[src/rtl/slice_packer.sv]
// slice_packer
//   Packs RATIO consecutive IN_W-bit input slices into one OUT_W-bit word.
//   Slice k of a word lands at out_data[k*IN_W +: IN_W] (slice 0 is least
//   significant). A slice with in_last=1 closes the word early; the unfilled
//   positions are zero-filled by default.
//
//   Optional build macro:
//     SLICE_PACKER_SIGN_EXT_EN - unfilled positions of a partial word are
//                                filled with copies of bit IN_W-1 of the last
//                                valid slice instead of zeros.
//
// Ports
//   clk        in   single clock, rising edge
//   rst_n      in   asynchronous active-low reset
//   in_valid   in   input slice offered
//   in_ready   out  slice accepted when in_valid && in_ready
//   in_data    in   slice payload (IN_W)
//   in_last    in   slice closes the current word
//   out_valid  out  packed word available
//   out_ready  in   word consumed when out_valid && out_ready
//   out_data   out  packed word (IN_W*RATIO)
//   out_count  out  number of valid slices in out_data (1..RATIO)
module slice_packer #(
  parameter int IN_W  = 64,
  parameter int RATIO = 8
) (
  input  logic                        clk,
  input  logic                        rst_n,
  input  logic                        in_valid,
  output logic                        in_ready,
  input  logic [IN_W-1:0]             in_data,
  input  logic                        in_last,
  output logic                        out_valid,
  input  logic                        out_ready,
  output logic [IN_W*RATIO-1:0]       out_data,
  output logic [$clog2(RATIO):0]      out_count
);

  localparam int OUT_W = IN_W * RATIO;
  localparam int CNT_W = $clog2(RATIO) + 1;

  localparam logic [CNT_W-1:0] CNT_ONE  = CNT_W'(1);
  localparam logic [CNT_W-1:0] LAST_IDX = CNT_W'(RATIO - 1);

  // Accumulator. While acc_done_q is set, acc_cnt_q holds the index of the
  // last valid slice of the parked word (so its count is acc_cnt_q + 1).
  logic [OUT_W-1:0] acc_q, acc_d;
  logic [CNT_W-1:0] acc_cnt_q, acc_cnt_d;
  logic             acc_done_q, acc_done_d;

  // Output register
  logic             out_valid_q, out_valid_d;
  logic [OUT_W-1:0] out_data_q, out_data_d;
  logic [CNT_W-1:0] out_count_q, out_count_d;

  logic             accept_s;
  logic             complete_s;
  logic             out_free_s;
  logic [IN_W-1:0]  fill_s;
  logic [OUT_W-1:0] merged_s;

  // in_ready depends on registered state only, never on in_valid/out_ready.
  assign in_ready   = !acc_done_q;
  assign accept_s   = in_valid && !acc_done_q;
  assign complete_s = accept_s && ((acc_cnt_q == LAST_IDX) || in_last);
  assign out_free_s = !out_valid_q || out_ready;

`ifdef SLICE_PACKER_SIGN_EXT_EN
  assign fill_s = {IN_W{in_data[IN_W-1]}};
`else
  assign fill_s = {IN_W{1'b0}};
`endif

  // Merge the incoming slice into the accumulator image. Positions above the
  // new slice get the fill pattern so a word closed here is already final;
  // for an unfinished word those positions are overwritten by later slices.
  always_comb begin
    merged_s = {OUT_W{1'b0}};
    for (int k = 0; k < RATIO; k++) begin
      if (CNT_W'(k) < acc_cnt_q) begin
        merged_s[k*IN_W +: IN_W] = acc_q[k*IN_W +: IN_W];
      end else if (CNT_W'(k) == acc_cnt_q) begin
        merged_s[k*IN_W +: IN_W] = in_data;
      end else begin
        merged_s[k*IN_W +: IN_W] = fill_s;
      end
    end
  end

  // Next-state logic for accumulator and output register.
  always_comb begin
    acc_d       = acc_q;
    acc_cnt_d   = acc_cnt_q;
    acc_done_d  = acc_done_q;
    out_data_d  = out_data_q;
    out_count_d = out_count_q;
    // A consumed word drops out_valid unless a new word is loaded below.
    out_valid_d = out_ready ? 1'b0 : out_valid_q;

    if (acc_done_q) begin
      if (out_free_s) begin
        // Parked word moves to the output register.
        out_data_d  = acc_q;
        out_count_d = acc_cnt_q + CNT_ONE;
        out_valid_d = 1'b1;
        acc_cnt_d   = {CNT_W{1'b0}};
        acc_done_d  = 1'b0;
      end else begin
        acc_done_d  = 1'b1;
      end
    end else if (accept_s) begin
      if (complete_s) begin
        if (out_free_s) begin
          // Completing slice goes straight to the output: no bubble.
          out_data_d  = merged_s;
          out_count_d = acc_cnt_q + CNT_ONE;
          out_valid_d = 1'b1;
          acc_cnt_d   = {CNT_W{1'b0}};
        end else begin
          // Output busy: park the finished word and stall the input.
          acc_d      = merged_s;
          acc_done_d = 1'b1;
        end
      end else begin
        acc_d     = merged_s;
        acc_cnt_d = acc_cnt_q + CNT_ONE;
      end
    end else begin
      acc_cnt_d = acc_cnt_q;
    end
  end

  // State registers with asynchronous active-low reset.
  always_ff @(posedge clk or negedge rst_n) begin
    if (!rst_n) begin
      acc_q       <= {OUT_W{1'b0}};
      acc_cnt_q   <= {CNT_W{1'b0}};
      acc_done_q  <= 1'b0;
      out_valid_q <= 1'b0;
      out_data_q  <= {OUT_W{1'b0}};
      out_count_q <= {CNT_W{1'b0}};
    end else begin
      acc_q       <= acc_d;
      acc_cnt_q   <= acc_cnt_d;
      acc_done_q  <= acc_done_d;
      out_valid_q <= out_valid_d;
      out_data_q  <= out_data_d;
      out_count_q <= out_count_d;
    end
  end

  assign out_valid = out_valid_q;
  assign out_data  = out_data_q;
  assign out_count = out_count_q;

endmodule

[config.mk]
export PLATFORM = sky130hd
export DESIGN_NAME = slice_packer
export DESIGN_NICKNAME = d
export VERILOG_FILES = /design/src/rtl/slice_packer.sv
export SDC_FILE = /design/constraint.sdc
export NUM_CORES = 2
export LEC_CHECK = 0
export CAP_MARGIN = 25
export CORE_MARGIN = 2
export CORE_UTILIZATION = 40
export CTS_CLUSTER_DIAMETER = 30
export CTS_CLUSTER_SIZE = 25
export DETAILED_ROUTE_END_ITERATION = 16
export PLACE_DENSITY = 0.64
export SLEW_MARGIN = 20
export SYNTH_ARGS = -nofsm -noshare
export SYNTH_HDL_FRONTEND = slang
export SYNTH_SLANG_ARGS = --single-unit
[constraint.sdc]
create_clock -name clk -period 3 [get_ports clk]
set_input_delay 0.6 -clock clk [delete_from_list [all_inputs] [get_ports clk]]
set_output_delay 0.6 -clock clk [all_outputs]
set_load 0.05 [all_outputs]
Word level (Yosys, flattened, before mapping)
Index checks and enable logic that the tools add are counted.
{ "totals": {"ff_bits": 1034, "in_bits": 69, "output_inout_bits": 518, "word_cells": 77} }
{ "classes": {"add_sub_neg": 1, "n_lt_le_gt_ge": 8, "n_eq_ne": 9, "n_mux": 40, "bitwise": 1, "n_reduce_logical": 12} }
{ "op_table": {"columns": ["op", "n"], "rows": [
  ["512-bit 2-to-1 mux", 7],
  ["64-bit 2-to-1 mux", 16],
  ["4-bit 2-to-1 mux", 8],
  ["3-bit by 4-bit equality test with 1-bit output (first input constant)", 4],
  ["3-bit by 4-bit less-than comparator with 1-bit output (first input constant)", 4],
  ["1-bit 2-to-1 mux", 9],
  ["2-bit by 4-bit equality test with 1-bit output (first input constant)", 2],
  ["1-bit by 4-bit less-than comparator with 1-bit output (first input constant)", 2],
  ["2-bit by 4-bit less-than comparator with 1-bit output (first input constant)", 2],
  ["3-bit AND reduction", 2],
  ["4-bit by 1-bit adder with 4-bit output (second input constant)", 1],
  ["1-bit by 4-bit equality test with 1-bit output (first input constant)", 1],
  ["4-bit by 3-bit equality test with 1-bit output (second input constant)", 1],
  ["4-bit zero test", 1],
  ["2-bit nonzero test", 2],
  ["1-bit logical AND", 2],
  ["1-bit zero test", 2],
  ["1-bit logical OR", 2],
  ["2-bit != test (second input constant)", 1],
  ["2-bit AND reduction", 1],
  ["1-bit inverter", 1]
]} }

Longest topological paths before layout
{ "logic_depth": {"word_depth": 7, "depth_mapped": 8, "ltp_nobuf": 6} }

Least setup slack after synthesis
No wires, ideal clock.
{ "synth_path": {"kind": "reg2reg", "startpoint": "register acc_cnt_q[0]", "endpoint": "register out_data_q[63] (netlist: out_data[63])", "setup_time_ns": 0.128, "arrival_time_ns": 2.250, "slack_ns": 0.622, "path_stages_with_launch": 9, "path_buffers": 2, "synth_period_minus_slack_ns": 2.378, "cell_sequence": "dfrtp_1 clkbuf_1 inv_1 ha_1 nand2b_1 nor3_2 buf_2 mux2_2 mux2_1"} }
{ "synth_via": {"elab_chain_cells": 7, "elab_cells_between_ends": 13, "cone_classes": "1 x order compare; 1 x eq/ne; 6 x mux; 5 x reduce/logical"} }
{ "synth_rtl": {"columns": ["element", "line", "rtl"], "rows": [
  ["start: declaration", "48", "logic [CNT_W-1:0] acc_cnt_q, acc_cnt_d;"],
  ["start signal: assignment", "137", "acc_cnt_q <= {CNT_W{1'b0}};"],
  ["start signal: assignment", "144", "acc_cnt_q <= acc_cnt_d;"],
  ["branches (longest 7 deep; another with 1-bit by 4-bit less-than comparator with 1-bit output)", null, null],
  ["end signal: assignment", "140", "out_data_q <= {OUT_W{1'b0}};"],
  ["end signal: assignment", "147", "out_data_q <= out_data_d;"],
  ["end: declaration", "53", "logic [OUT_W-1:0] out_data_q, out_data_d;"]
]} }
Parallel ways; which one is timed is not known. The select of a mux whose other input is x is not followed.
A chain may end at the register's enable or synchronous reset.

Final worst setup path
{ "layout_path": {"startpoint": "register acc_done_q", "endpoint": "output in_ready"} }
{ "layout_via": {"elab_chain_cells": 1} }
{ "layout_rtl": {"columns": ["element", "line", "rtl"], "rows": [
  ["start: declaration", "49", "logic acc_done_q, acc_done_d;"],
  ["start signal: assignment", "145", "acc_done_q <= acc_done_d;"],
  ["1-bit zero test", "63", "assign in_ready = !acc_done_q;"],
  ["end: declaration", "30", "output logic in_ready,"]
]} }
Every way passes these cells.

==> reports/results.tsv <==
metric	value	unit
run status	finished, final reports clean	
Die Area	115000	sq um
CTS buffer count	225	
post-synthesis simple-gate area fraction	5.91	%
I/O Buffers	586	
TritonCTS clock tree	done	
internal power	36800	uW
Synth top area share	57.7	%
Fill cells	9089	
area grow syn2layout	37.0	%
Reg clk slew, reported paths	0.05	ns
Initial Utilization	40.4	%
via/cell ratio	5.58	
final hold vios	0	
pwr dens	855	nW/um^2
setup TNS	0	ns
sw power	15700	uW
post-synthesis sequential area ratio	57.7	%
Die Span Y	339	microns
LEAKAGE	0.0286	uW
Worst EP required	2.40	ns
FF-to-FF Start	acc_cnt_q[1]	
Crit Path Category	flop to output port	
Post-CTS Repair Setup Buffers	0	
Tot GR Track Use	26.1	%
Least-Margin Pin Slew	0.810	ns
Power, Total	52500	uW
Sw Ratio	30.0	%
Worst VDD drop	0.766	mV
H-tree lvl count	4	
Synth top cells by count	1034 x dfrtp_1, 576 x a22o_1, 511 x mux2_2, 334 x nand2_1, 211 x clkbuf_1	
grt total ovfl	0	
crit-path cells	inv_2 > clkdlybuf4s15_1	
compound-gate portion of the synthesized area	12.8	%
worst-skew pair later-pin latency	0.81	ns
DR pass1 iterations	5	
Avg WL per Cell	26.1	microns
clock root buffer	clkbuf_16	
largest family of logic cells by synthesized area	multiplexers	
synth top area cells	dfrtp_1 58%, mux2_2 13%, a22o_1 11%	
Max Cap Viol	0	
TritonCTS Sinks	1034	
Clk pwr share	49.1	%
final wirelength	151000	microns
CP delay by family, top	buffers and inverters	
synthesized-area fraction occupied by adder cells	0.112	%
Synth Warn #	0	
Max-slew headroom	45.9	%
sequential power share	31.7	%
crit-path max FO	23	
Combinational Power Share	19.2	%
Max Clock Freq	0.343	GHz
syn avg cell area	13.0	sq um
top_reg_cell synth	dfrtp_1	
EDFF count, synth	0	
initial drt markers	2524	
core box area	111000	sq um
startpoint types	flop	
post-synthesis register bit count	1034	
Final Cycle Share	97.1	%
mux cell area share after synthesis	19.9	%
largest net degree at the start of global routing	129	
initial antenna violation count	2	
# DRC	0	
R2R setup slack	0.33	ns
reg-to-reg critical path endpoint	out_data[3]	
Final Setup Violations	0	
worst hold path type	input pin to async pin	
vias in the first global route	33900	
worst-case clock skew	0.0412	ns
post-route ant nets	0	
cell row count	122	
Hold WS	0.392	ns
slowest stage delay, CP	0.64	ns
Post-Synth XOR/XNOR Area	0.0195	%
Layout Nets	4156	
Buf+Inv Stages, Crit Path	2	
most common cell in the netlist	dfrtp_1	
Post-Syn Instances	3436	
Period minus WS final	2.91	ns
hpwl dp	96600	microns
mapped cell area	44800	sq um
Worst Setup End Kind	output port	
FFs w/ async S/R, synth	100	%
Die W	339	microns
share of cells above drive strength 1	27.4	%
Slew Viols, Final	0	
R2R depth	7	
Ports	587	
Distinct cells, synth	41	
largest area contributor in the netlist	dfrtp_1	
Placer Congestion	0.798	
via count	32200	
first-pass GRT wire length	226000	microns
Critical-path top delay cell	dfrtp_4	
syn nets	3509	
RSZ-0062 raised after global routing	no	
deepest clock path buffer count	3	
Arrival @ worst endpoint	2.31	ns
-- registers in the layout (all words and copies together), names as in the netlist --
register,cells
acc_cnt_q,4
acc_done_q,1
acc_q,512
out_count,4
out_data,512
out_valid,1
-- worst register-to-register path, stage by stage (launching register included) --
cell and delay [ns]:
dfrtp_1 0.55, inv_1 0.23, ha_1 0.29, nand2b_1 0.14, nor3_4 0.20, buf_4 0.43, mux2_2 0.44, mux2_2 0.27
-- layout by cell type (no fill, tap or decap), drive strengths merged, types with 66 or more instances in the layout --
cell type / netlist / final
a22o: 576 / 576
and2: 66 / 66
buf: 129 / 174
clkbuf: 211 / 288
clkdlybuf4s50: 0 / 584
dfrtp: 1034 / 1034
mux2: 772 / 772
nand2: 334 / 334
nand3: 68 / 68
nor2b: 68 / 68
o21ai: 132 / 132
-- worst max-delay path by stage --
stage	from	endpoint	slack (ns)	cells past startpoint
floorplan	acc_cnt_q[0]	out_data[63]	0.62	8
global placement	in_valid	acc_q[34]	0.13	6
detailed placement	in_valid	acc_q[7]	0.04	6
CTS	acc_done_q	in_ready	0.02	2
global route	acc_done_q	in_ready	0.008	2
finish	acc_done_q	in_ready	0.09	2
-- metal layers --
metal,track usage (%),up-vias,wire (microns)
met2,40.6,1292,69400
li1,-,13800,-
met5,0,-,0
met1,34.9,16800,65200
met3,6.81,267,11100
met4,9.97,0,5010
-- cell families after synthesis --
family                     after synthesis
muxes                                  772
adders and majority gates                4
and+or+nand+nor                        565
buffers and inverters                  345
AOI/OAI and AO/OA                      715
xor gates and xnor gates                 1
DFF                                   1034
-- final cells by class --
cell class                 instances  area, sq um  area share (%)
multi-input combinational       2057        17600            28.7
clock buffer                     288         6210            10.1
timing repair buffer             760         7920            12.9
clock inverter                   135         1920            3.13
inverter                           5         18.8          0.0306
sequential                      1034        25900            42.1
tap                             1488         1860            3.03
antenna                            1         2.50         0.00407
-- stage by stage --
step	setup slack [ns]	cell area (sq um)	utilization, %	cells
final	0.0867	61400	55.3	5768
after global routing	0.00818	61400	55.3	5767
after CTS	0.0247	61400	55.3	5767
after detailed placement	0.0422	53300	48.0	5343
after global placement	0.130	53300	48.0	5343
after floorplan	0.622	44800	-	3436
-- repair_timing --
action,in CTS,in global routing
hold buffers,1,0
resized for setup,1,1
hold endpoints to repair,36,0
cloned,0,0
endpoints found under the setup margin,1,1
-- power groups by stage --
| stage | registers [uW] | logic [uW] | clock network, uW |
|---|---|---|---|
| floorplan | 19400 | 3390 | 0 |
| global placement | 16800 | 10000 | 0 |
| detailed placement | 16800 | 10100 | 0 |
| CTS | 16700 | 10100 | 26200 |
| global route | 16800 | 10500 | 27000 |
| finish | 16600 | 10100 | 25800 |
(Power assumes the default switching activity.)
